==> src/rtl/pla_exep_hit_scanner_if.sv <==
// Snapshot-in / hit-index-out stream bundle for the exep hit scanner.
// master: the side that supplies snapshots and consumes beats; slave: the scanner.
interface pla_exep_hit_scanner_if #(
    parameter int unsigned W     = 63,
    parameter int unsigned IDX_W = 6
);
    logic [W-1:0]     in_vec;
    logic             in_valid;
    logic             in_ready;
    logic             out_valid;
    logic             out_ready;
    logic [IDX_W-1:0] out_idx;
    logic [IDX_W:0]   out_ord;
    logic             out_last;
    logic             out_empty;

    modport master (
        output in_vec, in_valid, out_ready,
        input  in_ready, out_valid, out_idx, out_ord, out_last, out_empty
    );

    modport slave (
        input  in_vec, in_valid, out_ready,
        output in_ready, out_valid, out_idx, out_ord, out_last, out_empty
    );
endinterface

==> src/rtl/pla_exep_hit_scanner.sv <==
// Captures one decoded exep vector per handshake and streams the indices of its set bits,
// lowest first, one beat per cycle; an all-clear vector yields a single "empty" beat.
module pla_exep_hit_scanner #(
    parameter int unsigned   W           = 63,
    parameter int unsigned   IDX_W       = 6,
    parameter logic [W-1:0]  IGNORE_MASK = '0,
    parameter int unsigned   CNT_W       = 16
) (
    input  logic                        clk,
    input  logic                        rst_n,
    pla_exep_hit_scanner_if.slave       bus,
    output logic [CNT_W-1:0]            frame_cnt
);

    localparam logic [W-1:0]     VEC_ONE = 1;
    localparam logic [IDX_W:0]   ORD_ONE = 1;
    localparam logic [CNT_W-1:0] CNT_ONE = 1;

    typedef enum logic [0:0] {StIdle, StEmit} state_e;

    state_e           state_q, state_d;
    logic [W-1:0]     rem_q, rem_d;
    logic [IDX_W-1:0] idx_q, idx_d;
    logic [IDX_W:0]   ord_q, ord_d;
    logic             last_q, last_d;
    logic             empty_q, empty_d;
    logic [CNT_W-1:0] cnt_q, cnt_d;

    logic             beat_fire;
    logic             frame_done;
    logic             capture;
    logic [W-1:0]     snap;
    logic [W-1:0]     scan_src;
    logic [W-1:0]     scan_rest;
    logic [IDX_W-1:0] scan_idx;

    // Priority encoder: index of the lowest set bit, 0 when none is set.
    function automatic logic [IDX_W-1:0] lowest_set(input logic [W-1:0] v);
        lowest_set = '0;
        for (int i = W - 1; i >= 0; i--) begin
            if (v[i]) lowest_set = IDX_W'(i);
        end
    endfunction

    assign beat_fire  = (state_q == StEmit) & bus.out_ready;
    assign frame_done = beat_fire & last_q;
    // out_ready feeds in_ready combinationally so a new frame can follow the last beat directly.
    assign bus.in_ready = rst_n & ((state_q == StIdle) | frame_done);
    assign capture      = bus.in_valid & bus.in_ready;
    assign snap         = bus.in_vec & ~IGNORE_MASK;

    // Capture and advance never coincide, so one encoder serves both.
    assign scan_src  = capture ? snap : rem_q;
    assign scan_idx  = lowest_set(scan_src);
    assign scan_rest = scan_src & (scan_src - VEC_ONE);

    // Next-state: advance within the frame, close it on the last beat, or load a new snapshot.
    always_comb begin
        state_d = state_q;
        rem_d   = rem_q;
        idx_d   = idx_q;
        ord_d   = ord_q;
        last_d  = last_q;
        empty_d = empty_q;
        cnt_d   = cnt_q;

        if (beat_fire) begin
            if (last_q) begin
                cnt_d   = cnt_q + CNT_ONE;
                state_d = StIdle;
            end else begin
                idx_d  = scan_idx;
                rem_d  = scan_rest;
                ord_d  = ord_q + ORD_ONE;
                last_d = (scan_rest == '0);
            end
        end

        if (capture) begin
            state_d = StEmit;
            idx_d   = scan_idx;
            rem_d   = scan_rest;
            empty_d = (snap == '0);
            ord_d   = (snap == '0) ? '0 : ORD_ONE;
            last_d  = (scan_rest == '0);
        end
    end

    // State and beat registers; synchronous reset drops any frame in flight.
    always_ff @(posedge clk) begin
        if (!rst_n) begin
            state_q <= StIdle;
            rem_q   <= '0;
            idx_q   <= '0;
            ord_q   <= '0;
            last_q  <= 1'b0;
            empty_q <= 1'b0;
            cnt_q   <= '0;
        end else begin
            state_q <= state_d;
            rem_q   <= rem_d;
            idx_q   <= idx_d;
            ord_q   <= ord_d;
            last_q  <= last_d;
            empty_q <= empty_d;
            cnt_q   <= cnt_d;
        end
    end

    assign bus.out_valid = (state_q == StEmit);
    assign bus.out_idx   = idx_q;
    assign bus.out_ord   = ord_q;
    assign bus.out_last  = last_q;
    assign bus.out_empty = empty_q;
    assign frame_cnt     = cnt_q;

endmodule

==> src/flat_wrapper.sv <==
// flat-port wrapper written by rule: the top's interface ports become plain ports
module pla_exep_hit_scanner_flat 
#(
    parameter int unsigned   W           = 63,
    parameter int unsigned   IDX_W       = 6,
    parameter logic [W-1:0]  IGNORE_MASK = '0,
    parameter int unsigned   CNT_W       = 16
)
  (clk, rst_n, frame_cnt, bus_in_vec, bus_in_valid, bus_out_ready, bus_in_ready, bus_out_valid, bus_out_idx, bus_out_ord, bus_out_last, bus_out_empty);
  pla_exep_hit_scanner_if #(.W(W), .IDX_W(IDX_W)) bus_i ();
  input  logic clk;
  input  logic rst_n;
  output logic [CNT_W-1:0] frame_cnt;
  input wire logic [$bits(bus_i.in_vec)-1:0] bus_in_vec;
  input wire logic [$bits(bus_i.in_valid)-1:0] bus_in_valid;
  input wire logic [$bits(bus_i.out_ready)-1:0] bus_out_ready;
  output wire logic [$bits(bus_i.in_ready)-1:0] bus_in_ready;
  output wire logic [$bits(bus_i.out_valid)-1:0] bus_out_valid;
  output wire logic [$bits(bus_i.out_idx)-1:0] bus_out_idx;
  output wire logic [$bits(bus_i.out_ord)-1:0] bus_out_ord;
  output wire logic [$bits(bus_i.out_last)-1:0] bus_out_last;
  output wire logic [$bits(bus_i.out_empty)-1:0] bus_out_empty;
  assign bus_i.in_vec = bus_in_vec;
  assign bus_i.in_valid = bus_in_valid;
  assign bus_i.out_ready = bus_out_ready;
  assign bus_in_ready = bus_i.in_ready;
  assign bus_out_valid = bus_i.out_valid;
  assign bus_out_idx = bus_i.out_idx;
  assign bus_out_ord = bus_i.out_ord;
  assign bus_out_last = bus_i.out_last;
  assign bus_out_empty = bus_i.out_empty;
  pla_exep_hit_scanner #(.W(W), .IDX_W(IDX_W), .IGNORE_MASK(IGNORE_MASK), .CNT_W(CNT_W)) u_core (.clk(clk), .rst_n(rst_n), .bus(bus_i), .frame_cnt(frame_cnt));
endmodule
==> config.mk <==
export PLATFORM = sky130hd
export DESIGN_NAME = pla_exep_hit_scanner_flat
export DESIGN_NICKNAME = d
export VERILOG_FILES = /design/src/rtl/pla_exep_hit_scanner_if.sv /design/src/rtl/pla_exep_hit_scanner.sv /design/src/flat_wrapper.sv
export SDC_FILE = /design/constraint.sdc
export NUM_CORES = 1
export LEC_CHECK = 0
export CORE_ASPECT_RATIO = 1.4
export CORE_MARGIN = 2
export CORE_UTILIZATION = 57
export CTS_CLUSTER_DIAMETER = 50
export DETAILED_ROUTE_END_ITERATION = 12
export PLACE_DENSITY = 0.87
export REMOVE_ABC_BUFFERS = 1
export SLEW_MARGIN = 0
export SYNTH_ARGS = -nofsm -noshare
export SYNTH_HDL_FRONTEND = slang
export SYNTH_SLANG_ARGS = --single-unit
==> constraint.sdc <==
create_clock -name clk -period 4.4 [get_ports clk]
set_input_delay 1.32 -clock clk [delete_from_list [all_inputs] [get_ports clk]]
set_output_delay 1.32 -clock clk [all_outputs]
set_load 0.05 [all_outputs]
=== Yosys cells after proc, flatten, opt, wreduce, memory -nomap -nowiden ===
Index checks and enable logic that the tools add are counted.
Widths: inputs -> output; s select.

* $add $sub $neg: 3
* Equality and inequality tests: 1
* Muxes and demuxes: 80
* Bitwise logic cells: 7
* Reduce and logical (&&, ||, !) cells: 7

{| class="wikitable"
|+ Operators by type and width
! cell !! count
|-
| $mux 6 || 66
|-
| $mux 63 || 4
|-
| $logic_not 63->1 || 2
|-
| $and 63x63->63 || 1
|-
| $sub 63x1->63 const B || 1
|-
| $mux 7 || 3
|-
| $add 16x1->16 const B || 1
|-
| $add 7x1->7 const B || 1
|-
| $mux 1 || 7
|-
| $reduce_and 2->1 || 3
|-
| $and 1x1->1 || 4
|-
| $reduce_bool 2->1 || 2
|-
| $ne 2x2->1 const B || 1
|-
| $not 1->1 || 1
|-
| $or 1x1->1 || 1
|}

* Flip-flop bits (word level): 95
* Input bits: 67
* Output and inout bits: 33

=== Depth between registers and ports, before layout ===
* Depth after elaboration: 72
* Gate-level depth with buffers: 13
* Mapped depth without buffers: 9

=== Least setup slack after synthesis ===
Ideal clock, no wire load.

* Path kind: input -> register
* Start: in bus_in_vec[23]
* End: reg u_core.last_q (netlist: u_core.bus.out_last)
* Setup time: 0.084 ns
* Arrival: 4.058 ns
* Data required time: 4.316 ns
* Setup slack: 0.258 ns
* Stages: 10
* Path buffers: 1
* Cell sequence: or4_1 -> or3_1 -> o41ai_2 -> and4_1 -> buf_2 -> nand3_1 -> a2111o_1 -> nor4_2 -> nand4_1 -> o31ai_2

* Longest elaborated chain between the ends: 7

{| class="wikitable"
|+ Ends and longest elaborated chain
! item !! line !! source
|-
| from (decl) || flat_wrapper.sv:14 || <nowiki>input wire logic [$bits(bus_i.in_vec)-1:0] bus_in_vec;</nowiki>
|-
| $mux 63 * || pla_exep_hit_scanner.sv:53 || <nowiki>assign scan_src = capture ? snap : rem_q;</nowiki>
|-
| $sub 63x1->63 || pla_exep_hit_scanner.sv:55 || <nowiki>assign scan_rest = scan_src & (scan_src - VEC_ONE);</nowiki>
|-
| $and 63x63->63 * || pla_exep_hit_scanner.sv:55 ||
|-
| $logic_not 63->1 * || pla_exep_hit_scanner.sv:75, pla_exep_hit_scanner.sv:85 ||
|-
| $mux 1 || pla_exep_hit_scanner.sv:68 || <nowiki>if (last_q) begin</nowiki>
|-
| $mux 1 || pla_exep_hit_scanner.sv:67 || <nowiki>if (beat_fire) begin</nowiki>
|-
| $mux 1 * || pla_exep_hit_scanner.sv:79 || <nowiki>if (capture) begin</nowiki>
|-
| to (signal assigned) || pla_exep_hit_scanner.sv:104 || <nowiki>last_q <= last_d;</nowiki>
|-
| to (decl) || pla_exep_hit_scanner.sv:25 || <nowiki>logic last_q, last_d;</nowiki>
|}

Every way passes the cells marked *; elsewhere a longest branch is shown, timed or not. The select of a mux whose other input is x is not followed.
A chain may end at the register's enable or synchronous reset.

=== Worst setup path in the final report ===
Same ends and word-level chain as after synthesis.

==> impl_results.md <==
* Num rows at 49
* Synth top area cells: dfxtp_1 25%, nand2_1 7.0%, a21oi_1 4.9%
* First-pass DRT Iterations at 7
* Design Area, Final at between 10000 and 15000 um^2
* Post-synthesis cell type count at 81
* Initial antenna violation count at 0
* Synth Area in Simple Gates at between 30 and 40%
* Synth-to-Final Area Change at 37.9%
* RSZ-0062 raised after global routing: no
* Top cell type by total area after synthesis: dfxtp_1
* Final WS setup at 59.0 ps
* Final hold violation count at 0
* Clk buf depth at 2
* Die width at 101 um
* Critical Path AT at 4630 ps
* Cells after Synth at 1043
* Leakage power figure at 3.98 nW
* Maximum operating frequency at roughly 0.23 GHz
* Share of post-route cells with drive strength above 1 at 19.2%
* Layout fillers at between 900 and 1000
* Num CTS Buffers at 9
* Skew final at 9.52 ps
* Gr ovfl total at 0
* Ys async rst share at 0%
* Clock sink count at between 90 and 100
* Core area at 12800 um^2
* Critical-path maximum fanout at 4
* Reg clk slew, reported paths at approximately 80 ps
* Avg Inst Size Synth at 7.18 um^2
* Routability cong. at between 1 and 1.5
* Starting Density at about three fifths
* Slew Viols, Final at 0
* Inserted Diodes at 0
* Crit path time final at 4340 ps
* Dpl ws at -500 ps
* Status: finished clean
* Number of synthesized flops with an enable pin at 0
* Wirelength per Cell at 21.1 um
* # H-tree levels at 3
* Area share of xor/xnor cells in the synthesized design at roughly 2.3%
* Largest family of logic cells by synthesized area: simple AND/OR/NAND/NOR gates
* Nets at 1337
* Synth Area in Compound Gates at 28.8%
* Final WL at 30.2 mm
* Vias in the first global route at 9307
* Die ar. at 14100 um^2
* Adder-cell area share of the yosys netlist at 0.735%
* Yosys reg bits at 94
* Top FF cell, synth: dfxtp_1
* Hold Crit Class: reg -> reg
* Final setup fails at 0
* Clock Root Buffer: clkbuf_16
* Worst VDD drop at 0.207 mV
* Cell Pwr Density at 274 nW/um^2
* Post-route ant nets at 0
* GRT Overall Usage at 42.3%
* # IOs at 100
* Post-synth top area share at 25.1%
* Dpl cell area at a little under 10000 um^2
* Hold Slack at 475 ps
* Startpoint types: input pin
* Via count at 9628
* Die H at 140 um
* Global-route wire length before repair at 47.5 mm
* Sum Neg Setup Slack at 0 ps
* Initial drt markers at between 1000 and 1500
* Max_cap viols at 0
* Critical Path RT at 4690 ps
* Sequential area share after synthesis at between 20% and 30%
* Final HPWL DP at 22.8 mm
* Mux cell area share after synthesis at under 10%
* Worst skew pair latency at 370 ps
* Relative slew slack at 43.7%
* Vias per std cell at a little under 7
* TritonCTS clock tree: yes
* Ys Warns at 0
* Worst slew pin tran at 837 ps
* Period utilization at 98.7%
* Largest net degree at the start of global routing at 73
* Setup CP Type: in -> reg
* Crit end category: flip-flop
* Total Power at 0.00283 W
* Post-Syn Area at roughly 7500 um^2
* Drt drc at 0
* Port bufs at 99
-- metrics by stage --
stage | utilization [%] | cells
global placement | 77.1 | 1405
finish | 80.6 | 1426
floorplan | - | 973
detailed placement | 77.1 | 1405
CTS | 79.7 | 1421
global route | 80.6 | 1426
-- sequential cells by signal (all words and copies together) (netlist names) --
name                  count
u_core.bus.out_idx        6
u_core.rem_q             62
u_core.bus.out_last       1
u_core.frame_cnt         16
u_core.bus.out_ord        7
u_core.bus.out_valid      1
u_core.bus.out_empty      1
-- synth_stat cells (all sizes together), types with 20 or more instances --
cell	instances
a21boi	41
a21oi	75
and2	30
buf	20
clkbuf	50
dfxtp	94
mux2i	31
nand2	139
nand3	40
nor2	88
nor3	48
nor4	31
o211ai	20
o21ai	49
or3	22
or4	20
-- worst max-delay path: stages --
cell             delay, ps
clkdlybuf4s50_1        410
or4_1                  560
or3_4                  430
o41ai_4                340
nand4_1                310
or4_1                  570
a21oi_1                140
and4_1                 190
nand4_1                130
o31ai_2                220
-- worst paths after layout --
kind | startpoint | end | slack [ps] | cells past startpoint
setup reg to reg | u_core.rem_q[1] | u_core.bus.out_last | 680 | 9
hold reg to reg | u_core.bus.out_idx[3] | u_core.bus.out_idx[3] | 480 | 2
hold / removal | u_core.bus.out_idx[3] | u_core.bus.out_idx[3] | 480 | 2
setup / recovery | bus_in_vec[23] | u_core.bus.out_last | 60 | 10
-- cell type report --
| type | instances | area (um^2) | share of cell area (%) |
|---|---|---|---|
| multi-input combinational | 861 | 5370 | 52.0 |
| timing repair buffer | 284 | 2510 | 24.3 |
| sequential | 94 | 1880 | 18.2 |
| clock buffer | 9 | 225 | 2.18 |
| tap | 153 | 191 | 1.85 |
| clock inverter | 7 | 83.8 | 0.811 |
| inverter | 18 | 67.6 | 0.654 |
-- logic make-up after synthesis --
kind of cell / count (synthesis)
XOR/XNOR: 20
multiplexers: 36
AO/OA/AOI/OAI: 313
buffers and inverters: 88
AND/OR/NAND/NOR: 487
adder cells (fa/ha/maj): 5
flip-flops: 94
-- power by group --
| group | switching (W) | leakage (nW) | internal [W] |
|---|---|---|---|
| sequential | 0.0000369 | 0.762 | 0.000876 |
| combinational | 0.000592 | 3.06 | 0.000481 |
| clock | 0.000436 | 0.152 | 0.000410 |
-- routing by layer --
layer  share of wire [%]  wire (um)  track usage, %  vias up
met5                   0          0               0        -
met2                  48      14600            72.3      659
met3                 9.3       2800            7.99      193
met4                 7.0       2120            24.6        0
met1                  35      10700            48.4     4399
li1                    -          -               -     4377
-- placed cells by master (no fill, tap or decap), drive strengths merged, types with 17 or more instances in the layout --
cell	netlist	layout
o211ai	20	20
a21boi	41	41
nand4	17	17
nor2	88	88
buf	20	187
mux2i	31	31
nor3	48	48
or4	20	20
nand3	40	40
o21ai	49	49
nor2b	18	18
and2	30	30
or3	22	22
nor4	31	31
dfxtp	94	94
clkdlybuf4s50	0	97
nand2	139	139
a21oi	75	75
inv	18	23
-- timing repair --
item | 4_1_cts | 5_1_grt
buffers inserted | 0 | 5
hold buffers | 0 | 0
setup endpoints to repair | 1 | 4
gates cloned | 0 | 0
resized for setup | 5 | 15
pin swaps | 0 | 6
Power figures use the tool's default switching activity.
